File: config.mk
export PLATFORM = sky130hd
export DESIGN_NAME = jk_counter_bank
export DESIGN_NICKNAME = d
export VERILOG_FILES = /design/src/rtl/jk_counter_bank.sv
export SDC_FILE = /design/constraint.sdc
export NUM_CORES = 1
export LEC_CHECK = 0
export BUFFER_PORTS_ARGS = -buffer_cell sky130_fd_sc_hd__buf_2
export CORE_MARGIN = 1
export CORE_UTILIZATION = 39
export CTS_CLUSTER_SIZE = 12
export DETAILED_ROUTE_END_ITERATION = 10
export GPL_TIMING_DRIVEN = 0
export PLACE_DENSITY = 0.66
export SLEW_MARGIN = 30
export SYNTH_ARGS = -nofsm -noshare
export SYNTH_HDL_FRONTEND = slang
export SYNTH_SLANG_ARGS = --single-unit
File: constraint.sdc
create_clock -name clk -period 3.9 [get_ports clk]
set_clock_uncertainty 0.15 [all_clocks]
set_input_delay 0.195 -clock clk [delete_from_list [all_inputs] [get_ports clk]]
set_output_delay 0.195 -clock clk [all_outputs]
set_load 0.01 [all_outputs]
File: src/rtl/jk_counter_bank.sv
// Bank of WIDTH JK-behaviour state bits that also acts as a wrap-limited up/down counter or a parallel load register.
// Latency: q and wrap update one clk edge after the inputs are sampled; tc is combinational from the current q and controls.
// No backpressure: en low freezes q and clears wrap; every other input may change on any cycle.
module jk_counter_bank #(
  parameter int WIDTH     = 8,
  parameter int MAX_COUNT = 2**WIDTH - 1,
  parameter int RESET_VAL = 0
) (
  input  logic             clk,
  input  logic             reset,
  input  logic             en,
  input  logic [1:0]       mode,
  input  logic             up,
  input  logic [WIDTH-1:0] j,
  input  logic [WIDTH-1:0] k,
  output logic [WIDTH-1:0] q,
  output logic [WIDTH-1:0] qbar,
  output logic             tc,
  output logic             wrap
);

  typedef enum logic [1:0] {
    MODE_HOLD  = 2'b00,
    MODE_JK    = 2'b01,
    MODE_COUNT = 2'b10,
    MODE_LOAD  = 2'b11
  } mode_e;

  localparam logic [WIDTH-1:0] MAX_Q = WIDTH'(MAX_COUNT);
  localparam logic [WIDTH-1:0] RST_Q = WIDTH'(RESET_VAL);

  logic [WIDTH-1:0] q_nxt;
  logic             wrap_nxt;

  // Next edge wraps: up from MAX_COUNT or above (over-range loads wrap too), or down from zero.
  assign tc   = en && (mode == MODE_COUNT) && (up ? (q >= MAX_Q) : (q == '0));
  assign qbar = ~q;

  // Next-state selection by mode; wrap is only ever raised by a wrapping count step.
  always_comb begin
    q_nxt    = q;
    wrap_nxt = 1'b0;
    if (en) begin
      case (mode)
        MODE_JK: begin
          // Per bit: 00 hold, 10 set, 01 clear, 11 toggle.
          q_nxt = (j & ~q) | (~k & q);
        end
        MODE_COUNT: begin
          if (up) begin
            if (q >= MAX_Q) begin
              q_nxt    = '0;
              wrap_nxt = 1'b1;
            end else begin
              q_nxt = q + WIDTH'(1);
            end
          end else begin
            if (q == '0) begin
              q_nxt    = MAX_Q;
              wrap_nxt = 1'b1;
            end else begin
              q_nxt = q - WIDTH'(1);
            end
          end
        end
        MODE_LOAD: begin
          q_nxt = j;
        end
        default: begin
          q_nxt = q;
        end
      endcase
    end
  end

  // State register; reset wins over everything and drops any pending wrap.
  always_ff @(posedge clk) begin
    if (reset) begin
      q    <= RST_Q;
      wrap <= 1'b0;
    end else begin
      q    <= q_nxt;
      wrap <= wrap_nxt;
    end
  end

endmodule

# Word level (Yosys, flattened, before mapping)
# Index checks and enable logic that the tools add are counted.
# Widths: inputs -> output; s select.
[totals]
ff_bits = 9
inputBits = 22
output_inout_bits = 18
[classes]
addsub = 2
magnitude_cmp = 1
eq_ne = 3
mux = 8
bitwise = 7
n_reduce_logical = 6
[ops]
columns = ["cell", "n"]
rows = [
  ["$mux 8", 3],
  ["$pmux 8 s3", 1],
  ["$and 8x8->8", 2],
  ["$not 8->8", 2],
  ["$add 8x1->8 const B", 1],
  ["$ge 8x8->1 const B", 1],
  ["$logic_not 8->1", 1],
  ["$or 8x8->8", 1],
  ["$sub 8x1->8 const B", 1],
  ["$eq 2x2->1 const B", 2],
  ["$mux 1", 4],
  ["$reduce_bool 3->1", 1],
  ["$reduce_or 3->1", 1],
  ["$eq 2x1->1 const B", 1],
  ["$logic_and 1x1->1", 2],
  ["$not 1->1", 2],
  ["$reduce_and 2->1", 1],
]

# Logic depth before layout (Yosys ltp)
# Gate-level depths: netlist of the first run.
[logic_depth]
ltp_word = 4
depth_mapped = 7

# Worst setup path after synthesis of the first run
# Ideal clock, no wire load.
[synth_path]
path_kind = "reg2reg"
startpoint = "reg q[0]"
endpoint = "reg q[5]"
setup_time_ns = 0.138
t_arrival_ns = 1.622
required_time_ns = 3.612
path_slack_ns = 1.990
path_stages_with_launch = 8
path_buffers = 0
synth_period_minus_slack_ns = 1.910
path_cell_list = "dfxtp_1 inv_1 ha_1 nor4b_4 a21o_2 a211o_1 o211ai_1 a31oi_1"
[synth_between]
elab_chain_cells = 4
[synth_rtl]
columns = ["element", "line_no", "rtl"]
rows = [
  ["start, declared", "16", "output logic [WIDTH-1:0] q,"],
  ["start signal, assigned", "82", "q <= q_nxt;"],
  ["$sub 8x1->8 (tied with other cells)", "62", "q_nxt = q - WIDTH'(1);"],
  ["$mux 8 (on tied branches)", "58, 51", ""],
  ["$mux 8 (*)", "50", "if (up) begin"],
  ["$pmux 8 s3 (*)", "44", "case (mode)"],
]
# Every way passes the cells marked *; elsewhere a longest branch is shown, timed or not.
# A chain may end at the register's enable or synchronous reset.

# Worst setup path after layout of the first run
[layout_path]
startpoint = "reg q[0]"
endpoint = "out tc"
[layout_between]
elab_chain_cells = 3
[layout_rtl]
columns = ["element", "line_no", "rtl"]
rows = [
  ["$ge 8x8->1 or $logic_not 8->1 (tied branches)", "36", "assign tc = en && (mode == MODE_COUNT) && (up ? (q >= MAX_Q) : (q == '0));"],
  ["$mux 1 (*)", "36", ""],
  ["$logic_and 1x1->1 (*)", "36", ""],
  ["end, declared", "18", "output logic tc,"],
]
# Marked as above.

==> flow_summary.yaml, run 1 <==
cts:
  cts_root_buf: "clkbuf_4"
  clockBufferDepth: 2
  clkLatencyLatePin_ps: 270
  cts.sink_count: 9
  tritoncts: "done"
  post_cts_resized: 0
  holdBufCountCts: 0
  cts_buffers: 3
  clkSlewWorstSetupHoldPaths_ps: 70
  cts_setup_buffers: 0
  htreeDepth: 1
timing:
  slew_headroom: 0.582
  finalHoldViolCount: 0
  fin_hold_ws_ps: 75.8
  finalSetupViolCount: 0
  rsz0062_at_grt: "no"
  final_max_slew_viol_count: 0
  worst_pin_slew_ps: 621
  fin_crit_sh: 0.591
  max_freq_ghz: 0.434
  setup_tns_ps: 0
  min_period_ps: 2300
critical_path:
  crit_fanout: 8
  worstSetupPathType: "register to primary output"
  crit_path_top_delay_cell: "dfxtp_1"
  startpoint_type: "register"
  path_cells: "inv_1, ha_1, nor4b_4, nand2_2, nor2_1, o211a_1, buf_2"
  crit_family: "simple AND/OR/NAND/NOR gates"
  worstSetupEndpointType: "primary output"
  worst-endpoint-required_ps: 3560
  crit_buf_inv: 2
  crit_arrival_ps: 1960
  cpPeakStageDelay_ps: 390
global_routing:
  grt_max_degree: 11
  grt_use_total: 0.228
  antenna_found_initial: 0
  grt_pass1_vias: 1062
  gr-total-overflow: 0
  grt_pass1_wl_mm: 4.82
synthesis:
  async_reset_ff_frac: 0
  syn_inst: 145
  syn_area_per_cell_um2: 7.26
  synth_edf_count: 0
  ys_seq_area_frac: 0.171
  synth_top_area_cell: "dfxtp_1"
  synthTopCellsByArea: "dfxtp_1, nand2_1, nor2_1, o21ai_0, a22o_1"
  synth-seq-cells: 9
  yosysWarningCount: 0
  syn_area_um2: 1050
  synth_fp_nets: 170
  synth_top_area_frac: 0.171
  synth_ff_type: "dfxtp_1"
  synth_cell_types: 49
finish:
  area_growth_pct: 23.7
  antennaDiodeCount: 0
  fin_nets: 212
  postLayoutCoreUtil: 0.516
  drive_gt1_frac: 0.333
power:
  power_leakage_nw: 0.577
  ir_drop_mv: 0.154
  finalPower_mw: 0.343
  powerDensity_nw_per_um2: 263
floorplan:
  initial_core_util: 0.417
  die-area_um2: 2910
  die_w_um: 53.9
  core_area_um2: 2520
  rows: 18
  die_h_um: 53.9
  ios: 40
placed_design:
  gp_congestion: 0.919
  portBuffers: 37
  dp_hpwl_mm: 2.28
route:
  dr.pass1.iters: 4
  ant_nets: 0
  drt_iter0_drc: 28
  drc_errors: 0
  wl_mm: 2.96
  viasPerCell: 5.64
  wl_per_cell_um: 13.7
  via_count: 1218
outcome:
  run_status: "finished, final reports clean"
job:
  drv_cap: 0
hold_path:
  min_path_type: "input port to register"
sequential cells by signal, indices dropped and copies added (netlist names):
name / cells
wrap: 1
q: 8
power by group:
| part | internal [mW] | switching (mW) | leakage (nW) |
|---|---|---|---|
| Clock | 0.0396 | 0.0371 | 0.0150 |
| Sequential | 0.0990 | 0.00659 | 0.0742 |
| Combinational | 0.0688 | 0.0914 | 0.488 |
worst register-to-register path, cell delays in order (launching register included):
cell and delay [ps]:
dfxtp_1 480, inv_1 160, ha_1 250, nor3b_1 180, and3_1 200, o21bai_1 130, o2111ai_1 170, a311oi_1 310
path summary, 6_finish.rpt:
| check | start | to | slack (ps) | cells after the start |
|---|---|---|---|---|
| min | reset | q[1] | 80 | 3 |
| max | q[0] | tc | 1600 | 7 |
| max reg2reg | q[0] | q[6] | 1790 | 7 |
| min reg2reg | q[0] | q[0] | 470 | 2 |
Yosys cell counts (all sizes together) (3+ instances only):
cell    instances
a221oi          3
a22o            5
ha              3
o21bai          3
a311oi          3
nor3            3
dfxtp           9
o21ai          13
nand3           8
nand2          15
a21oi           7
clkbuf          3
buf            10
xnor2           3
a31oi           4
inv            10
nor2           14
stage by stage:
stage                     instances  setup WS (ps)  area (µm²)
after CTS                       216           1600        1300
after global placement          212           1800        1270
after detailed placement        212           1820        1270
final                           216           1600        1300
after floorplan                 145           1990        1050
after global routing            216           1420        1300
routing by layer:
layer | routed length (µm) | GRT usage
met1 | 1440 | 0.310
met4 | 19 | 0.0570
met2 | 1360 | 0.385
met3 | 137 | 0.0169
met5 | 0 | 0
cells by family after synthesis:
kind of cell / Yosys count / synth area share
DFF: 9 / 0.171
buffers and inverters: 23 / 0.106
and+or+nand+nor: 54 / 0.293
AOI/OAI and AO/OA: 52 / 0.359
adders and majority gates: 3 / 0.0357
xor gates and xnor gates: 3 / 0.0250
muxes: 1 / 0.0107
layout make-up:
| class | count | area [µm²] |
|---|---|---|
| inverters | 10 | 37.5 |
| clock buffers | 4 | 26.3 |
| fillers | 265 | 1220 |
| multi-input cells | 113 | 761 |
| plain buffers | 13 | 73.8 |
| flip-flops and latches | 9 | 180 |
| repair buffers | 37 | 185 |
| well taps | 30 | 37.5 |
cells in the final DEF, fill, tap and decap left out, types with 3 or more instances in the layout:
master | synthesis | final
clkbuf_1 | 2 | 3
clkbuf_4 | 0 | 3
ha_1 | 3 | 3
a21oi_1 | 7 | 7
nand3_1 | 8 | 8
dfxtp_1 | 9 | 9
inv_1 | 10 | 10
a22o_1 | 5 | 5
nor2_1 | 14 | 14
o21bai_1 | 3 | 3
xnor2_1 | 3 | 3
o21ai_1 | 3 | 3
o21ai_0 | 10 | 10
buf_2 | 7 | 44
a31oi_1 | 4 | 4
nand2_1 | 14 | 14
No activity file was read; power rests on OpenSTA's default activity.
==> run 2: changes to the inputs <==
Settings changed: ABC_AREA from default to 1, PLACE_DENSITY 0.66 to 0.65.
Clock period 3.9 ns to 2.4 ns, I/O delays scaled along.
==> flow_summary.yaml, run 2 <==
finish:
  top_register: "q"
  area_growth_pct: 24.3
  fin_nets: 246
  postLayoutCoreUtil: 0.506
  mostFrequentLayoutCells: "buf_2, nand2_1, nand3_1, inv_1, a21oi_1"
  postLayoutCellArea_um2: 1380
  nFillCells: 314
  largest_reg_flops: 8
  biggestRegsByFlops: "q x8, wrap x1"
  drive_gt1_frac: 0.350
  final_common_cell: "buf_2"
  antennaDiodeCount: 0
critical_path:
  worstSetupPathType: "register to register"
  worst-endpoint-required_ps: 2460
  reg2regPathDepth: 8
  crit_arrival_ps: 2280
  crit_end: "wrap"
  crit_fanout: 7
  timing.rr.end: "wrap"
  startpoint_type: "register"
  worstSetupEndpointType: "register"
  timing.rr.start: "q[1]"
  crit_path_start: "q[1]"
  r2r_slack_ps: 190
route:
  wl_per_cell_um: 11.7
  viasPerCell: 5.22
  drc_errors: 0
  ant_nets: 0
  dr.pass1.iters: 4
  wl_mm: 2.93
  drt_iter0_drc: 75
  via_count: 1311
cts:
  cts_root_buf: "clkbuf_4"
  clkSlewWorstSetupHoldPaths_ps: 70
  tritoncts: "done"
  holdBufCountCts: 2
  htreeDepth: 1
  clockBufferDepth: 2
  clkLatencyLatePin_ps: 270
  cts_setup_buffers: 0
  cts_buffers: 3
  post_cts_resized: 0
  cts.sink_count: 9
placed_design:
  portBuffers: 37
  place_ws_ps: 601
  place_area_um2: 1340
  dp_hpwl_mm: 2.25
  gp_congestion: 0.823
synthesis:
  syn_area_per_cell_um2: 6.29
  synth_ff_type: "dfxtp_1"
  syn_area_um2: 1110
  synth_cell_types: 29
  synthTopCellsByArea: "dfxtp_1, nand2_1, nand3_1, a21oi_1, o21ai_0"
  synth_top_area_cell: "dfxtp_1"
  synth-seq-cells: 9
  yosys-top-cells-count: "nand2_1, nand3_1, a21oi_1, inv_1, o21ai_0"
  ys_seq_area_frac: 0.162
  synth_edf_count: 0
  syn_inst: 177
  synth_fp_nets: 202
  yosysWarningCount: 0
  synth_top_area_frac: 0.162
  synth_most_common_cell: "nand2_1"
  async_reset_ff_frac: 0
power:
  clkPwrFrac: 0.227
  p_int_mw: 0.328
  power_leakage_nw: 0.734
  switchingPower_mw: 0.238
  ir_drop_mv: 0.253
  powerDensity_nw_per_um2: 409
  p_sw_frac: 0.420
  pwr-share-comb: 0.466
  pwr-share-seq: 0.307
global_routing:
  grt_busiest_layer: "met2"
  grt_max_degree: 11
  grt_pass1_vias: 1133
  met2_usage: 0.332
  gr-total-overflow: 0
  use_met3: 0.0211
  antenna_found_initial: 0
  use_met1: 0.291
  grt_use_total: 0.207
  grt_pass1_wl_mm: 5.10
hold_path:
  min_path_type: "input port to register"
floorplan:
  die_w_um: 55.4
  die_h_um: 55.4
  core_area_um2: 2730
  initial_core_util: 0.407
  ios: 40
  die-area_um2: 3070
  rows: 19
timing:
  slew_headroom: 0.798
  worst_pin_slew_ps: 303
  finalHoldViolCount: 0
  fin_ws_ps: 187
  fin_hold_ws_ps: 14.5
  setup_tns_ps: 0
  final_max_slew_viol_count: 0
  finalSetupViolCount: 0
  fin_crit_sh: 0.922
  min_period_ps: 2210
  rsz0062_at_grt: "no"
  max_freq_ghz: 0.452
outcome:
  run_status: "finished, final reports clean"
job:
  drv_cap: 0
## run 2: cell types whose count changed after synthesis, moves of 4 or more
cell and delta:
nand2_1 +25, nand3_1 +12, a21oi_1 +11, inv_1 +8, inv_2 +8, nor2_1 -6, a22o_1 -5, a21oi_2 +4
buf_2 -4, nand4_1 +4, nor2_4 +4, o21ai_0 +4
## run 2: layer usage
layer,up-vias,share of wire
met1,595,0.49
li1,674,-
met3,4,0.044
met2,38,0.46
met4,0,0.0099
met5,-,0
## run 2: kinds of logic (layout without fill, tap and decap cells)
| logic type | after synthesis | in the layout | synth area share |
|---|---|---|---|
| AOI/OAI and AO/OA | 42 | 42 | 0.219 |
| xor gates and xnor gates | 2 | 2 | 0.0157 |
| adders and majority gates | 3 | 3 | 0.0337 |
| buffers and inverters | 35 | 78 | 0.151 |
| DFF | 9 | 9 | 0.162 |
| and+or+nand+nor | 86 | 86 | 0.419 |
## run 2: worst max-delay path, stage by stage (launching register included)
cell	delay [ps]
dfxtp_1	500
ha_1	290
nand2_4	90
nor2_8	130
nand4_1	160
nand2_1	120
inv_2	50
nor4_2	110
dlygate4sd3_1	560
## run 2: power by group through the flow
stage	logic, mW	registers, mW	clock network (mW)
finish	0.264	0.174	0.128
global route	0.298	0.176	0.139
CTS	0.264	0.174	0.128
detailed placement	0.262	0.177	0
global placement	0.262	0.177	0
floorplan	0.184	0.182	0
## run 2: cell type report
cell class                      instances  area [µm²]  area share
Timing Repair Buffer                   39         205       0.148
Clock buffer                            4        26.3      0.0190
Multi-Input combinational cell        133         766       0.553
Tap cell                               31        38.8      0.0280
Buffer                                  8        63.8      0.0461
Sequential cell                         9         180       0.130
Inverter                               27         104      0.0750
## run 2: worst min-delay path by stage
stage	depth (start not counted)	from	endpoint	slack, ps
after CTS	3	j[1]	q[1]	10
after global routing	3	j[1]	q[1]	20
after detailed placement	2	reset	wrap	160
after floorplan	1	reset	wrap	40
final	3	j[2]	q[2]	10
after global placement	2	reset	wrap	160
## run 2: per-stage QoR
step	total power, mW	std cells
after global routing	0.613	251
after CTS	0.566	251
after floorplan	0.366	177
final	0.566	251
after detailed placement	0.440	245
after global placement	0.439	245
==> run 3: changes to the inputs <==
Settings changed: BUFFER_PORTS_ARGS -buffer_cell sky130_fd_sc_hd__buf_2 to -buffer_cell sky130_fd_sc_hd__clkbuf_2, TNS_END_PERCENT from default to 100.
==> flow_summary.yaml, run 3 (synthesis gave the netlist of run 2 again) <==
critical_path:
  timing.rr.start: "q[1]"
  crit_arrival_ps: 2270
  crit_family: "buffers and inverters"
  crit_buf_inv: 2
  crit_path_top_delay_cell: "dlygate4sd3_1"
  startpoint_type: "register"
  path_cells: "ha_1, nand2_4, nor2_8, nand4_1, nand2_1, inv_2, nor4_2, dlygate4sd3_1"
  crit_fanout: 7
  worst-endpoint-required_ps: 2460
  worstSetupPathType: "register to register"
  worstSetupEndpointType: "register"
  crit_path_start: "q[1]"
  cpPeakStageDelay_ps: 580
route:
  wl_mm: 2.81
  drc_errors: 0
  via_count: 1263
  drt_iter0_drc: 46
  wl_per_cell_um: 11.2
  ant_nets: 0
  dr.pass1.iters: 4
  viasPerCell: 5.03
timing:
  fin_hold_ws_ps: 13.4
  final_max_slew_viol_count: 0
  finalSetupViolCount: 0
  slew_headroom: 0.793
  max_freq_ghz: 0.452
  worst_pin_slew_ps: 310
  fin_crit_sh: 0.923
  fin_ws_ps: 186
  setup_tns_ps: 0
  rsz0062_at_grt: "no"
  min_period_ps: 2210
  finalHoldViolCount: 0
cts:
  cts.sink_count: 9
  cts_buffers: 3
  clkLatencyLatePin_ps: 270
  post_cts_resized: 0
  tritoncts: "done"
  htreeDepth: 1
  cts_root_buf: "clkbuf_4"
  clkSlewWorstSetupHoldPaths_ps: 70
  clockBufferDepth: 2
finish:
  mostFrequentLayoutCells: "nand2_1, clkbuf_2, nand3_1, inv_1, a21oi_1"
  area_growth_pct: 24.3
  fin_nets: 246
  antennaDiodeCount: 0
  biggestRegsByFlops: "q x8, wrap x1"
  final_common_cell: "nand2_1"
  largest_reg_flops: 8
  postLayoutCoreUtil: 0.506
  top_register: "q"
  drive_gt1_frac: 0.350
global_routing:
  grt_max_degree: 11
  grt_pass1_vias: 1139
  antenna_found_initial: 0
  grt_pass1_wl_mm: 5.03
  grt_use_total: 0.204
  gr-total-overflow: 0
floorplan:
  die_h_um: 55.4
  ios: 40
  initial_core_util: 0.407
  core_area_um2: 2730
  die_w_um: 55.4
  die-area_um2: 3070
  rows: 19
power:
  power_leakage_nw: 0.739
  finalPower_mw: 0.565
  powerDensity_nw_per_um2: 408
  ir_drop_mv: 0.270
placed_design:
  place_ws_ps: 608
  gp_congestion: 0.824
  dp_hpwl_mm: 2.16
  portBuffers: 37
hold_path:
  min_path_type: "input port to register"
  min_from: "j[1]"
job:
  drv_cap: 0
outcome:
  run_status: "finished, final reports clean"
-- run 3: worst reg2reg max path, delay by kind of cell (launching register included) --
kind	cells	cell delay (ps)
buf+inv	2	630
simple gates	5	580
flops	1	500
fa+ha+maj	1	290
-- run 3: metal layers --
layer / global-route usage / wire, µm / part of all wire / vias up
li1: - / - / - / 672
met1: 0.280 / 1380 / 0.49 / 556
met2: 0.322 / 1250 / 0.45 / 33
met3: 0.0281 / 154 / 0.055 / 2
met4: 0.0821 / 17 / 0.0061 / 0
met5: 0 / 0 / 0 / -
-- run 3: final timing paths --
path,slack [ps],end,depth (start not counted)
hold reg to reg,470,q[0],2
hold / removal,10,q[1],3
setup / recovery,190,wrap,8
setup reg to reg,190,wrap,8
-- run 3: final cells by class --
class	instances	area [µm²]
tap	31	38.8
multi-input combinational	133	766
fill	290	1350
sequential	9	180
buffer	8	63.8
inverter	27	104
clock buffer	4	26.3
timing repair buffer	39	205
-- run 3: power breakdown --
group / switching (mW) / total, mW / internal, mW
Sequential: 0.0135 / 0.174 / 0.161
Combinational: 0.160 / 0.263 / 0.103
Clock: 0.0632 / 0.127 / 0.0643
-- run 3: what timing repair did --
item,CTS,global route
hold buffers,2,0
setup buffers,0,0
endpoints found under the hold margin,1,0
-- run 3: stage by stage --
step                      cell area [µm²]  std cells
after floorplan                      1110        177
after global placement               1340        245
after detailed placement             1340        245
after CTS                            1380        251
after global routing                 1380        251
final                                1380        251
